--- src/rtl/hazard_ctrl_mc_if.sv ---
// Purpose : hazard-controller bundle between the RV32 pipeline (master) and hazard_ctrl_mc (slave).
// Latency : pure wiring, no storage.
// Backpr. : none; the slave drives pc_write/if_id_write/pipe_freeze, which act as the pipeline's stall controls.
// Ports   : master drives hazard sources (branch, mem_busy, EXE/ID register fields, MDU start)
//           and receives pipeline controls plus MDU status; slave is the mirror image.
//           HAZARD_PERF_EN adds stall_cnt/flush_cnt (32-bit) driven by the slave.
interface hazard_ctrl_mc_if #(
    parameter int REG_ADDR_W = 5
);
    logic [1:0]            branch_sel;
    logic                  mem_busy;
    logic                  exe_mem_read;
    logic [REG_ADDR_W-1:0] exe_rd_addr;
    logic [REG_ADDR_W-1:0] id_rs1_addr;
    logic [REG_ADDR_W-1:0] id_rs2_addr;
    logic                  id_rs1_used;
    logic                  id_rs2_used;
    logic                  id_mdu_start;
    logic [REG_ADDR_W-1:0] id_rd_addr;
    logic                  pc_write;
    logic                  if_id_write;
    logic                  if_id_flush;
    logic                  id_exe_flush;
    logic                  pipe_freeze;
    logic                  mdu_issue;
    logic                  mdu_busy;
    logic                  mdu_done;
    logic [REG_ADDR_W-1:0] mdu_rd_addr;
`ifdef HAZARD_PERF_EN
    logic [31:0]           stall_cnt;
    logic [31:0]           flush_cnt;

    modport master (
        output branch_sel, mem_busy, exe_mem_read, exe_rd_addr, id_rs1_addr, id_rs2_addr,
               id_rs1_used, id_rs2_used, id_mdu_start, id_rd_addr,
        input  pc_write, if_id_write, if_id_flush, id_exe_flush, pipe_freeze,
               mdu_issue, mdu_busy, mdu_done, mdu_rd_addr, stall_cnt, flush_cnt
    );
    modport slave (
        input  branch_sel, mem_busy, exe_mem_read, exe_rd_addr, id_rs1_addr, id_rs2_addr,
               id_rs1_used, id_rs2_used, id_mdu_start, id_rd_addr,
        output pc_write, if_id_write, if_id_flush, id_exe_flush, pipe_freeze,
               mdu_issue, mdu_busy, mdu_done, mdu_rd_addr, stall_cnt, flush_cnt
    );
`else
    modport master (
        output branch_sel, mem_busy, exe_mem_read, exe_rd_addr, id_rs1_addr, id_rs2_addr,
               id_rs1_used, id_rs2_used, id_mdu_start, id_rd_addr,
        input  pc_write, if_id_write, if_id_flush, id_exe_flush, pipe_freeze,
               mdu_issue, mdu_busy, mdu_done, mdu_rd_addr
    );
    modport slave (
        input  branch_sel, mem_busy, exe_mem_read, exe_rd_addr, id_rs1_addr, id_rs2_addr,
               id_rs1_used, id_rs2_used, id_mdu_start, id_rd_addr,
        output pc_write, if_id_write, if_id_flush, id_exe_flush, pipe_freeze,
               mdu_issue, mdu_busy, mdu_done, mdu_rd_addr
    );
`endif
endinterface

--- src/rtl/hazard_ctrl_mc.sv ---
// Purpose : multi-cycle hazard control beside ID: load-use stall FSM, MDU scoreboard, mem freeze, branch flush.
// Latency : all pipeline controls are combinational from current inputs and state; MDU done pulses MDU_LAT-1 cycles after the issue edge.
// Backpr. : mem_busy freezes everything except the MDU counter; stalls hold PC and IF/ID and inject an ID/EXE bubble.
// Ports   : clk, rst_n (async active-low); hz = hazard_ctrl_mc_if.slave bundle.
// Config  : define HAZARD_PERF_EN to add 32-bit stall_cnt/flush_cnt performance counters.
module hazard_ctrl_mc #(
    parameter int REG_ADDR_W = 5,
    parameter int LOAD_STALL = 1,
    parameter int MDU_LAT    = 4,
    parameter int CNT_W      = 4
) (
    input  logic           clk,
    input  logic           rst_n,
    hazard_ctrl_mc_if.slave hz
);
    typedef enum logic {RUN = 1'b0, LU_STALL = 1'b1} state_t;

    state_t                state_q, state_d;
    logic [CNT_W-1:0]      lu_cnt_q, lu_cnt_d;
    logic [CNT_W-1:0]      mdu_cnt_q;
    logic                  mdu_busy_q;
    logic [REG_ADDR_W-1:0] mdu_rd_q;

    logic lu_hit, mdu_hit;
    logic sel_freeze, sel_flush, sel_stall, sel_run;
    logic issue;

    // x0 is never a real dependency, and an unused source field is don't-care.
    function automatic logic src_match(input logic [REG_ADDR_W-1:0] rx,
                                       input logic [REG_ADDR_W-1:0] rs1, input logic u1,
                                       input logic [REG_ADDR_W-1:0] rs2, input logic u2);
        return (rx != '0) && ((u1 && (rs1 == rx)) || (u2 && (rs2 == rx)));
    endfunction

    assign lu_hit  = hz.exe_mem_read &&
                     src_match(hz.exe_rd_addr, hz.id_rs1_addr, hz.id_rs1_used,
                               hz.id_rs2_addr, hz.id_rs2_used);
    // A second MDU op while one is outstanding is a structural hazard.
    assign mdu_hit = mdu_busy_q &&
                     (src_match(mdu_rd_q, hz.id_rs1_addr, hz.id_rs1_used,
                                hz.id_rs2_addr, hz.id_rs2_used) || hz.id_mdu_start);

    // Mutually exclusive per-cycle actions in priority order.
    assign sel_freeze = hz.mem_busy;
    assign sel_flush  = !sel_freeze && (hz.branch_sel != 2'b00);
    assign sel_stall  = !sel_freeze && !sel_flush && ((state_q == LU_STALL) || lu_hit || mdu_hit);
    assign sel_run    = !sel_freeze && !sel_flush && !sel_stall;
    assign issue      = sel_run && hz.id_mdu_start;

    // Load-use FSM: state register
    always_ff @(posedge clk or negedge rst_n) begin
        if (!rst_n) begin
            state_q  <= RUN;
            lu_cnt_q <= '0;
        end else begin
            state_q  <= state_d;
            lu_cnt_q <= lu_cnt_d;
        end
    end

    // Load-use FSM: next state. The detection cycle is the first bubble, so
    // LU_STALL covers the remaining LOAD_STALL-1 cycles.
    always_comb begin
        state_d  = state_q;
        lu_cnt_d = lu_cnt_q;
        if (sel_flush) begin
            state_d  = RUN;
            lu_cnt_d = '0;
        end else if (!sel_freeze) begin
            if (state_q == RUN) begin
                if (lu_hit && (LOAD_STALL > 1)) begin
                    state_d  = LU_STALL;
                    lu_cnt_d = CNT_W'(LOAD_STALL - 1);
                end
            end else begin
                if (lu_cnt_q <= CNT_W'(1)) begin
                    state_d  = RUN;
                    lu_cnt_d = '0;
                end else begin
                    lu_cnt_d = lu_cnt_q - CNT_W'(1);
                end
            end
        end
    end

    // Load-use FSM / pipeline controls: outputs
    always_comb begin
        hz.pc_write     = 1'b1;
        hz.if_id_write  = 1'b1;
        hz.if_id_flush  = 1'b0;
        hz.id_exe_flush = 1'b0;
        hz.pipe_freeze  = 1'b0;
        if (sel_freeze) begin
            hz.pipe_freeze = 1'b1;
            hz.pc_write    = 1'b0;
            hz.if_id_write = 1'b0;
        end else if (sel_flush) begin
            hz.if_id_flush  = 1'b1;
            hz.id_exe_flush = 1'b1;
        end else if (sel_stall) begin
            hz.pc_write     = 1'b0;
            hz.if_id_write  = 1'b0;
            hz.id_exe_flush = 1'b1;
        end
        hz.mdu_issue   = issue;
        hz.mdu_busy    = mdu_busy_q;
        hz.mdu_done    = mdu_busy_q && (mdu_cnt_q == CNT_W'(1));
        hz.mdu_rd_addr = mdu_rd_q;
    end

    // MDU scoreboard: runs through freezes and flushes, since the op in flight
    // is older than anything being squashed.
    always_ff @(posedge clk or negedge rst_n) begin
        if (!rst_n) begin
            mdu_busy_q <= 1'b0;
            mdu_cnt_q  <= '0;
            mdu_rd_q   <= '0;
        end else if (issue) begin
            mdu_busy_q <= 1'b1;
            mdu_cnt_q  <= CNT_W'(MDU_LAT);
            mdu_rd_q   <= hz.id_rd_addr;
        end else if (mdu_busy_q) begin
            mdu_cnt_q <= mdu_cnt_q - CNT_W'(1);
            if (mdu_cnt_q == CNT_W'(1)) begin
                mdu_busy_q <= 1'b0;
            end
        end
    end

`ifdef HAZARD_PERF_EN
    logic [31:0] stall_cnt_q, flush_cnt_q;

    always_ff @(posedge clk or negedge rst_n) begin
        if (!rst_n) begin
            stall_cnt_q <= '0;
            flush_cnt_q <= '0;
        end else begin
            if (sel_stall) stall_cnt_q <= stall_cnt_q + 32'd1;
            if (sel_flush) flush_cnt_q <= flush_cnt_q + 32'd1;
        end
    end

    assign hz.stall_cnt = stall_cnt_q;
    assign hz.flush_cnt = flush_cnt_q;
`endif
endmodule

--- src/flat_wrapper.sv ---
// flat-port wrapper written by rule: the top's interface ports become plain ports
module hazard_ctrl_mc_flat 
#(
    parameter int REG_ADDR_W = 5,
    parameter int LOAD_STALL = 1,
    parameter int MDU_LAT    = 4,
    parameter int CNT_W      = 4
)
  (clk, rst_n, hz_branch_sel, hz_mem_busy, hz_exe_mem_read, hz_exe_rd_addr, hz_id_rs1_addr, hz_id_rs2_addr, hz_id_rs1_used, hz_id_rs2_used, hz_id_mdu_start, hz_id_rd_addr, hz_pc_write, hz_if_id_write, hz_if_id_flush, hz_id_exe_flush, hz_pipe_freeze, hz_mdu_issue, hz_mdu_busy, hz_mdu_done, hz_mdu_rd_addr);
  hazard_ctrl_mc_if #(.REG_ADDR_W(REG_ADDR_W)) hz_i ();
  input  logic clk;
  input  logic rst_n;
  input wire logic [$bits(hz_i.branch_sel)-1:0] hz_branch_sel;
  input wire logic [$bits(hz_i.mem_busy)-1:0] hz_mem_busy;
  input wire logic [$bits(hz_i.exe_mem_read)-1:0] hz_exe_mem_read;
  input wire logic [$bits(hz_i.exe_rd_addr)-1:0] hz_exe_rd_addr;
  input wire logic [$bits(hz_i.id_rs1_addr)-1:0] hz_id_rs1_addr;
  input wire logic [$bits(hz_i.id_rs2_addr)-1:0] hz_id_rs2_addr;
  input wire logic [$bits(hz_i.id_rs1_used)-1:0] hz_id_rs1_used;
  input wire logic [$bits(hz_i.id_rs2_used)-1:0] hz_id_rs2_used;
  input wire logic [$bits(hz_i.id_mdu_start)-1:0] hz_id_mdu_start;
  input wire logic [$bits(hz_i.id_rd_addr)-1:0] hz_id_rd_addr;
  output wire logic [$bits(hz_i.pc_write)-1:0] hz_pc_write;
  output wire logic [$bits(hz_i.if_id_write)-1:0] hz_if_id_write;
  output wire logic [$bits(hz_i.if_id_flush)-1:0] hz_if_id_flush;
  output wire logic [$bits(hz_i.id_exe_flush)-1:0] hz_id_exe_flush;
  output wire logic [$bits(hz_i.pipe_freeze)-1:0] hz_pipe_freeze;
  output wire logic [$bits(hz_i.mdu_issue)-1:0] hz_mdu_issue;
  output wire logic [$bits(hz_i.mdu_busy)-1:0] hz_mdu_busy;
  output wire logic [$bits(hz_i.mdu_done)-1:0] hz_mdu_done;
  output wire logic [$bits(hz_i.mdu_rd_addr)-1:0] hz_mdu_rd_addr;
  assign hz_i.branch_sel = hz_branch_sel;
  assign hz_i.mem_busy = hz_mem_busy;
  assign hz_i.exe_mem_read = hz_exe_mem_read;
  assign hz_i.exe_rd_addr = hz_exe_rd_addr;
  assign hz_i.id_rs1_addr = hz_id_rs1_addr;
  assign hz_i.id_rs2_addr = hz_id_rs2_addr;
  assign hz_i.id_rs1_used = hz_id_rs1_used;
  assign hz_i.id_rs2_used = hz_id_rs2_used;
  assign hz_i.id_mdu_start = hz_id_mdu_start;
  assign hz_i.id_rd_addr = hz_id_rd_addr;
  assign hz_pc_write = hz_i.pc_write;
  assign hz_if_id_write = hz_i.if_id_write;
  assign hz_if_id_flush = hz_i.if_id_flush;
  assign hz_id_exe_flush = hz_i.id_exe_flush;
  assign hz_pipe_freeze = hz_i.pipe_freeze;
  assign hz_mdu_issue = hz_i.mdu_issue;
  assign hz_mdu_busy = hz_i.mdu_busy;
  assign hz_mdu_done = hz_i.mdu_done;
  assign hz_mdu_rd_addr = hz_i.mdu_rd_addr;
  hazard_ctrl_mc #(.REG_ADDR_W(REG_ADDR_W), .LOAD_STALL(LOAD_STALL), .MDU_LAT(MDU_LAT), .CNT_W(CNT_W)) u_core (.clk(clk), .rst_n(rst_n), .hz(hz_i));
endmodule
--- config.mk ---
export PLATFORM = sky130hd
export DESIGN_NAME = hazard_ctrl_mc_flat
export DESIGN_NICKNAME = d
export VERILOG_FILES = /design/src/rtl/hazard_ctrl_mc_if.sv /design/src/rtl/hazard_ctrl_mc.sv /design/src/flat_wrapper.sv
export SDC_FILE = /design/constraint.sdc
export NUM_CORES = 1
export LEC_CHECK = 0
export ABC_AREA = 1
export CELL_PAD_IN_SITES_DETAIL_PLACEMENT = 0
export CELL_PAD_IN_SITES_GLOBAL_PLACEMENT = 1
export CORE_UTILIZATION = 27
export CTS_BUF_LIST = sky130_fd_sc_hd__clkbuf_16
export DETAILED_ROUTE_END_ITERATION = 12
export GPL_ROUTABILITY_DRIVEN = 0
export PLACE_DENSITY_LB_ADDON = 0.12
export RECOVER_POWER = 50
export SETUP_SLACK_MARGIN = 0.02
export SLEW_MARGIN = 40
export SYNTH_ARGS = -nofsm -noshare
export SYNTH_HDL_FRONTEND = slang
export SYNTH_SLANG_ARGS = --single-unit
--- constraint.sdc ---
create_clock -name clk -period 1.57 [get_ports clk]
set_clock_uncertainty 0.05 [all_clocks]
set_input_delay 0.157 -clock clk [delete_from_list [all_inputs] [get_ports clk]]
set_output_delay 0.157 -clock clk [all_outputs]
set_load 0.005 [all_outputs]
==> impl_metrics.prom, run 1 <==
# TYPE chip_impl_metric gauge
chip_impl_info{name="result_of_the_run",value="finished, violations left"} 1
chip_impl_info{name="failed_checks",value="setup timing"} 1
chip_impl_metric{name="tns",unit="ps"} -1360
chip_impl_metric{name="grt_pass1_vias",unit=""} 1290
chip_impl_metric{name="nets",unit=""} 307
chip_impl_metric{name="layout_worst_path_cycle_share",unit="%"} 114
chip_impl_metric{name="layout.cell_area.non_filler",unit="sq mm"} 0.00206
chip_impl_metric{name="postRouteWirelength",unit="mm"} 3.60
chip_impl_metric{name="synth_sequential_area_ratio",unit="%"} 30.7
chip_impl_metric{name="finish.cell_count_without_fillers",unit=""} 325
chip_impl_metric{name="fmaxAchievable",unit="MHz"} 557
chip_impl_metric{name="syn_nets",unit=""} 235
chip_impl_metric{name="route.vias.total",unit=""} 1400
chip_impl_metric{name="yosys_register_bits",unit=""} 15
chip_impl_metric{name="worstHoldPathCells",unit=""} 4
chip_impl_metric{name="pin_count_of_the_biggest_net_entering_global_routing",unit=""} 16
chip_impl_metric{name="power_frac_seq",unit="%"} 26.2
chip_impl_metric{name="drt_first_pass_iters",unit=""} 4
chip_impl_metric{name="p_switching",unit="mW"} 1.15
chip_impl_metric{name="cp.arrival",unit="ps"} 1590
chip_impl_info{name="synth.largest_area_cell",value="dfrtp_1"} 1
chip_impl_metric{name="r2r_setup_slack",unit="ps"} -90
chip_impl_metric{name="cts_max_path_buffers",unit=""} 2
chip_impl_info{name="ctsRootBufferMaster",value="clkbuf_16"} 1
chip_impl_info{name="critical_path.startpoint_type",value="flip-flop"} 1
chip_impl_metric{name="share_clk_of_total_power",unit="%"} 16.9
chip_impl_metric{name="area_growth",unit="%"} 68.7
chip_impl_metric{name="cts_made_buffers",unit=""} 3
chip_impl_info{name="ys_top_cells_by_area",value="dfrtp_1, nand2_1, inv_1"} 1
chip_impl_metric{name="synthesis.instances",unit=""} 202
chip_impl_metric{name="power.leakage",unit="nW"} 1.15
chip_impl_metric{name="clk_pin_slew",unit="ps"} 50
chip_impl_metric{name="switching_share",unit="%"} 39.0
chip_impl_info{name="timing.hold.worst.class",value="input port to flip-flop"} 1
chip_impl_info{name="end_kind",value="output port"} 1
chip_impl_metric{name="design.die.area",unit="sq mm"} 0.00481
chip_impl_metric{name="num_antenna_cells",unit=""} 0
chip_impl_metric{name="worst_ir_drop_vdd",unit="uV"} 732
chip_impl_metric{name="place.detailed.instances",unit=""} 311
chip_impl_metric{name="cp_data_required_time",unit="ps"} 1360
chip_impl_metric{name="synth_edf_count",unit=""} 0
chip_impl_info{name="cts_tree",value="yes"} 1
chip_impl_metric{name="groute.usage.overall",unit="%"} 14.6
chip_impl_metric{name="insertion_delay",unit="ps"} 250
chip_impl_metric{name="die_span_y",unit="microns"} 69.3
chip_impl_metric{name="cellInternalPower",unit="mW"} 1.80
chip_impl_metric{name="core",unit="sq mm"} 0.00435
chip_impl_metric{name="routed_via_density",unit=""} 4.31
chip_impl_metric{name="floorplan.rows",unit=""} 24
chip_impl_info{name="reg_to_reg_end",value="u_core.hz.mdu_rd_addr[3]"} 1
chip_impl_metric{name="r2r.worst_path.cells",unit=""} 14
chip_impl_metric{name="placedInstanceArea",unit="sq mm"} 0.00182
chip_impl_metric{name="power_per_cell_area",unit="mW/mm^2"} 1430
chip_impl_info{name="criticalPathCategory",value="flip-flop to output port"} 1
chip_impl_metric{name="slew_of_the_pin_with_the_lowest_slew_margin",unit="ps"} 817
chip_impl_metric{name="avgSynthCellArea",unit="sq um"} 6.06
chip_impl_metric{name="clock_sinks",unit=""} 15
chip_impl_metric{name="die_w",unit="microns"} 69.3
chip_impl_metric{name="max_cap_violations",unit=""} 0
chip_impl_metric{name="path_max_fanout",unit=""} 6
chip_impl_metric{name="drive_gt1_share",unit="%"} 30.0
chip_impl_metric{name="power_frac_comb",unit="%"} 56.9
chip_impl_metric{name="yosysWarnings",unit=""} 0
chip_impl_info{name="unrepaired_setup_endpoints_after_global_routing",value="true"} 1
chip_impl_metric{name="route.antenna.remaining_nets",unit=""} 0
chip_impl_metric{name="io_pins",unit=""} 42
chip_impl_metric{name="drtIter0Drc",unit=""} 50
chip_impl_metric{name="grt_overflow_total",unit=""} 0
chip_impl_info{name="synthFlopType",value="dfrtp_1"} 1
chip_impl_metric{name="synth_top_area_share",unit="%"} 30.7
chip_impl_metric{name="detailed_place_hpwl",unit="mm"} 2.77
chip_impl_metric{name="final_max_slew_viol_count",unit=""} 0
chip_impl_metric{name="remaining_drc_errors",unit=""} 0
chip_impl_metric{name="post_drt_wl_per_cell",unit="microns"} 11.1
chip_impl_metric{name="clock_tree.htree_level_count",unit=""} 1
chip_impl_info{name="whs_endpoint",value="u_core.state_q"} 1
chip_impl_metric{name="floorplan.initialDensity",unit="%"} 28.1
chip_impl_metric{name="timing.slew.headroom",unit="%"} 45.6
chip_impl_metric{name="dp_slack",unit="ps"} -671
chip_impl_metric{name="worst_hold_slack",unit="ps"} 369
chip_impl_info{name="yosys-top-cells-count",value="nand2_1, inv_1, nor2_1"} 1
chip_impl_metric{name="hold_violations",unit=""} 0
chip_impl_info{name="hold_path.startpoint",value="hz_mem_busy"} 1
chip_impl_metric{name="antenna_violations_before_repair",unit=""} 0
chip_impl_metric{name="numPortBuffers",unit=""} 41
chip_impl_metric{name="synth_cell_types",unit=""} 25
chip_impl_metric{name="period_needed",unit="ps"} 1790
chip_impl_metric{name="final_core_density",unit="%"} 47.4
chip_impl_metric{name="post_synth_instance_area",unit="sq mm"} 0.00122
chip_impl_info{name="r2r-start",value="u_core.hz.mdu_rd_addr[3]"} 1
chip_impl_metric{name="synthArstFlopShare",unit="%"} 100
chip_impl_metric{name="timing.final.ws_setup",unit="ps"} -224
chip_impl_info{name="post-synth-top-count-cell",value="nand2_1"} 1
chip_impl_metric{name="grt_pass1_wl",unit="mm"} 5.62
chip_impl_metric{name="report.final.setup_viol",unit=""} 13
chip_impl_metric{name="power.total",unit="mW"} 2.95
==> critical path, stage by stage (launching register included) <==
cell and delay (ps):
dfrtp_2 450, inv_2 80, nand2_2 50, nand2_2 60, nor2_1 40, nand3_1 80, nand2_1 60, nand2_1 60
nand2_2 60, nand2_4 90, nand2_4 60, o21ai_2 120, buf_2 130
==> final cells by class <==
class | instances | area, sq um
Clock buffer | 3 | 75.1
Fill cell | 461 | 2290
Tap cell | 52 | 65.1
Multi-Input combinational cell | 147 | 777
Timing Repair Buffer | 70 | 624
Sequential cell | 15 | 379
Inverter | 37 | 139
Clock inverter | 1 | 5.00
==> timing repair <==
item | in CTS | in global routing
setup buffers | 5 | 6
setup endpoints to repair | 17 | 16
hold buffers | 0 | 0
gates resized for setup | 60 | 26
pin swaps | 17 | 4
cloned | 0 | 1
==> placed cells by master (no fill, tap or decap), drive strengths merged, types with 2 or more instances in the layout <==
cell	synthesis	routed
nand2	84	84
inv	37	37
buf	3	31
nor2	25	25
dlygate4sd2	0	20
clkdlybuf4s50	0	15
dfrtp	15	15
o21ai	8	8
nand4	7	7
nand3	7	7
clkbuf	0	5
ha	4	4
a21oi	3	3
xor2	2	2
==> worst max path at each step <==
stage                                   startpoint     endpoint  slack, ps  depth (start not counted)
after global placement           hz_exe_rd_addr[0]  hz_pc_write       -690                          9
after detailed placement         hz_id_rs1_addr[2]  hz_pc_write       -670                         10
after CTS                 u_core.hz.mdu_rd_addr[3]  hz_pc_write       -220                         12
final                     u_core.hz.mdu_rd_addr[3]  hz_pc_write       -220                         12
after global routing      u_core.hz.mdu_rd_addr[3]  hz_pc_write       -330                         12
after floorplan           u_core.hz.mdu_rd_addr[1]  hz_pc_write         60                         12
==> sequential cells by signal, summed over array words and instances (netlist names) <==
signal                 cells
u_core.hz.mdu_busy         1
u_core.state_q             1
u_core.hz.mdu_rd_addr      5
u_core.mdu_cnt_q           4
u_core.lu_cnt_q            4
==> metal layers <==
metal	track usage (%)	vias to the layer above	wire, microns
met3	2.47	2	140
met2	26.2	27	1780
met4	3.40	0	10
li1	-	760	-
met1	18.1	611	1670
met5	0	-	0
==> power groups by stage <==
stage	combinational, mW	sequential (mW)	clock, mW
floorplan	0.716	0.765	0
global placement	1.40	0.776	0
detailed placement	1.39	0.771	0
CTS	1.48	0.782	0.508
global route	1.90	0.808	0.519
finish	1.68	0.774	0.499
==> logic make-up after synthesis <==
family,synth area share (%)
simple gates,43.2
buf+inv,13.5
flops,30.7
compound gates,6.44
fa+ha+maj,4.09
xor+xnor,2.15
No activity file was read; power rests on OpenSTA's default activity.
==> run 2, diff against run 1 <==
--- a/config.mk
+++ b/config.mk
@@ -6,8 +6,6 @@
 export NUM_CORES = 1
 export LEC_CHECK = 0
 export ABC_AREA = 1
-export CELL_PAD_IN_SITES_DETAIL_PLACEMENT = 0
-export CELL_PAD_IN_SITES_GLOBAL_PLACEMENT = 1
 export CORE_UTILIZATION = 27
 export CTS_BUF_LIST = sky130_fd_sc_hd__clkbuf_16
 export DETAILED_ROUTE_END_ITERATION = 12
==> constraint.sdc (replaced) <==
create_clock -name clk -period 1.57 [get_ports clk]
set_clock_uncertainty 0.05 [all_clocks]
set_input_delay 0.314 -clock clk [delete_from_list [all_inputs] [get_ports clk]]
set_output_delay 0.314 -clock clk [all_outputs]
set_load 0.005 [all_outputs]
==> run 2 against run 1 <==
The flow still finishes with violations (setup timing). Register-to-register slack worse by 110 ps. Hold slack better by 150 ps. Maximum frequency down 8.3%. Critical path type unchanged. Critical endpoint unchanged. Largest cell class unchanged.
==> impl_metrics.prom, run 2 (same netlist as run 1, synthesis figures left out) <==
# TYPE chip_impl_metric gauge
chip_impl_metric{name="final_max_slew_viol_count",unit=""} 0
chip_impl_metric{name="grt_pass1_wl",unit="mm"} 6.00
chip_impl_metric{name="routed_via_density",unit=""} 4.34
chip_impl_info{name="critical_path.startpoint_type",value="flip-flop"} 1
chip_impl_metric{name="drtIter0Drc",unit=""} 61
chip_impl_metric{name="timing.slew.headroom",unit="%"} 45.1
chip_impl_metric{name="max_cap_violations",unit=""} 0
chip_impl_metric{name="power_per_cell_area",unit="mW/mm^2"} 1500
chip_impl_metric{name="period_needed",unit="ps"} 1960
chip_impl_metric{name="r2r.worst_path.cells",unit=""} 14
chip_impl_metric{name="clk_pin_slew",unit="ps"} 50
chip_impl_metric{name="power_frac_seq",unit="%"} 23.7
chip_impl_metric{name="grt_pass1_vias",unit=""} 1441
chip_impl_metric{name="cts_max_path_buffers",unit=""} 2
chip_impl_metric{name="cp.arrival",unit="ps"} 1590
chip_impl_metric{name="report.final.setup_viol",unit=""} 16
chip_impl_info{name="end_kind",value="output port"} 1
chip_impl_info{name="layout_commonest_cell",value="nand2_1"} 1
chip_impl_metric{name="worst_ir_drop_vdd",unit="uV"} 878
chip_impl_info{name="failed_checks",value="setup timing"} 1
chip_impl_metric{name="area_of_the_multi_input_gates",unit="sq um"} 791
chip_impl_metric{name="numPortBuffers",unit=""} 41
chip_impl_metric{name="clock_sinks",unit=""} 15
chip_impl_metric{name="grt_overflow_total",unit=""} 0
chip_impl_info{name="ctsRootBufferMaster",value="clkbuf_16"} 1
chip_impl_metric{name="fillCellCount",unit=""} 425
chip_impl_metric{name="power.total",unit="mW"} 3.28
chip_impl_metric{name="cellInternalPower",unit="mW"} 2.05
chip_impl_metric{name="postCtsHoldBufs",unit=""} 0
chip_impl_metric{name="antenna_violations_before_repair",unit=""} 0
chip_impl_metric{name="seqCellArea",unit="sq um"} 379
chip_impl_info{name="criticalPathCategory",value="flip-flop to output port"} 1
chip_impl_metric{name="die_w",unit="microns"} 69.3
chip_impl_metric{name="io_pins",unit=""} 42
chip_impl_metric{name="hold_violations",unit=""} 0
chip_impl_metric{name="placedInstanceArea",unit="sq mm"} 0.00188
chip_impl_metric{name="detailed_place_hpwl",unit="mm"} 2.70
chip_impl_metric{name="p_switching",unit="mW"} 1.23
chip_impl_metric{name="switching_share",unit="%"} 37.5
chip_impl_metric{name="floorplan.rows",unit=""} 24
chip_impl_metric{name="drt_first_pass_iters",unit=""} 4
chip_impl_metric{name="worst_hold_slack",unit="ps"} 515
chip_impl_metric{name="r2r_setup_slack",unit="ps"} -200
chip_impl_metric{name="power.leakage",unit="nW"} 1.22
chip_impl_metric{name="final_core_density",unit="%"} 50.3
chip_impl_metric{name="slew_of_the_pin_with_the_lowest_slew_margin",unit="ps"} 824
chip_impl_info{name="whs_endpoint",value="u_core.state_q"} 1
chip_impl_metric{name="die_span_y",unit="microns"} 69.3
chip_impl_metric{name="core",unit="sq mm"} 0.00435
chip_impl_metric{name="cp_data_required_time",unit="ps"} 1210
chip_impl_info{name="reg_to_reg_end",value="u_core.hz.mdu_rd_addr[2]"} 1
chip_impl_metric{name="route.vias.total",unit=""} 1485
chip_impl_metric{name="timing.final.ws_setup",unit="ps"} -385
chip_impl_info{name="hold_path.startpoint",value="hz_mem_busy"} 1
chip_impl_info{name="result_of_the_run",value="finished, violations left"} 1
chip_impl_metric{name="groute.usage.overall",unit="%"} 15.5
chip_impl_info{name="timing.hold.worst.class",value="input port to flip-flop"} 1
chip_impl_metric{name="post_drt_wl_per_cell",unit="microns"} 11.0
chip_impl_metric{name="insertion_delay",unit="ps"} 250
chip_impl_metric{name="drive_gt1_share",unit="%"} 42.1
chip_impl_metric{name="place.detailed.instances",unit=""} 318
chip_impl_metric{name="route.antenna.remaining_nets",unit=""} 0
chip_impl_metric{name="layout.cell_area.non_filler",unit="sq mm"} 0.00219
chip_impl_metric{name="nets",unit=""} 324
chip_impl_metric{name="clock_tree.htree_level_count",unit=""} 1
chip_impl_info{name="r2r-start",value="u_core.hz.mdu_rd_addr[2]"} 1
chip_impl_metric{name="share_clk_of_total_power",unit="%"} 15.1
chip_impl_metric{name="finish.cell_count_without_fillers",unit=""} 342
chip_impl_metric{name="remaining_drc_errors",unit=""} 0
chip_impl_metric{name="design.die.area",unit="sq mm"} 0.00481
chip_impl_info{name="unrepaired_setup_endpoints_after_global_routing",value="true"} 1
chip_impl_metric{name="power_frac_comb",unit="%"} 61.2
chip_impl_metric{name="num_antenna_cells",unit=""} 0
chip_impl_metric{name="fmaxAchievable",unit="MHz"} 511
chip_impl_metric{name="pin_count_of_the_biggest_net_entering_global_routing",unit=""} 16
chip_impl_metric{name="postRouteWirelength",unit="mm"} 3.75
chip_impl_metric{name="path_max_fanout",unit=""} 6
chip_impl_metric{name="cts_made_buffers",unit=""} 3
chip_impl_info{name="cts_tree",value="yes"} 1
chip_impl_metric{name="area_growth",unit="%"} 79.1
chip_impl_metric{name="worstHoldPathCells",unit=""} 4
chip_impl_metric{name="largest_reg_flops",unit=""} 5
chip_impl_metric{name="layout_worst_path_cycle_share",unit="%"} 125
chip_impl_info{name="final_cell_mix",value="nand2_1, buf_4, inv_2"} 1
chip_impl_metric{name="floorplan.initialDensity",unit="%"} 28.1
## run 2: area by class of cell
| cell class | instances | area share (%) |
|---|---|---|
| multi-input combinational | 147 | 36.1 |
| sequential | 15 | 17.3 |
| clock inverter | 1 | 0.228 |
| inverter | 37 | 6.34 |
| clock buffer | 3 | 3.42 |
| tap | 52 | 2.97 |
| timing repair buffer | 87 | 33.7 |
## run 2: worst max-delay path by stage
stage,startpoint,to,depth (start not counted)
finish,u_core.hz.mdu_rd_addr[2],hz_pc_write,11
global route,u_core.hz.mdu_rd_addr[2],hz_pc_write,11
CTS,u_core.hz.mdu_rd_addr[4],hz_pc_write,12
detailed placement,hz_exe_rd_addr[1],hz_pc_write,11
global placement,hz_exe_rd_addr[1],hz_if_id_write,11
floorplan,u_core.hz.mdu_rd_addr[1],hz_pc_write,12
## run 2: stage by stage
step                      TNS [ps]  worst slack (ps)
after floorplan              -53.1             -53.1
after global placement       -9970             -1000
after detailed placement     -9630              -985
after CTS                    -1510              -373
after global routing         -4690              -507
final                        -3300              -385
## run 2: power groups by stage
stage	sequential (mW)	clock, mW	combinational (mW)
floorplan	0.770	0	0.729
global placement	0.781	0	1.51
CTS	0.767	0.501	1.69
global route	0.808	0.528	2.24
detailed placement	0.775	0	1.52
finish	0.777	0.496	2.01
## run 2: what timing repair did
item	in CTS	in global routing
endpoints found under the setup margin	23	19
setup buffers	11	9
resized for setup	74	63
cloned	0	1
pin swaps	20	11
## run 2: metal layers
layer	part of all wire, %	global-route usage, %	vias to the layer above
li1	-	-	791
met5	0	0	-
met1	42	17.3	645
met3	4.9	2.76	9
met4	2.4	6.35	0
met2	51	28.5	40
## run 2: worst max-delay path, stage by stage, from the launching register on
cell and delay [ps]:
dfrtp_2 450, buf_6 140, nor2_4 60, nor2_1 40
nand3_1 70, nand2_1 50, nand2_1 70, nand2_2 60
nand2_4 100, nand2_4 50, o21ai_2 130, buf_2 120
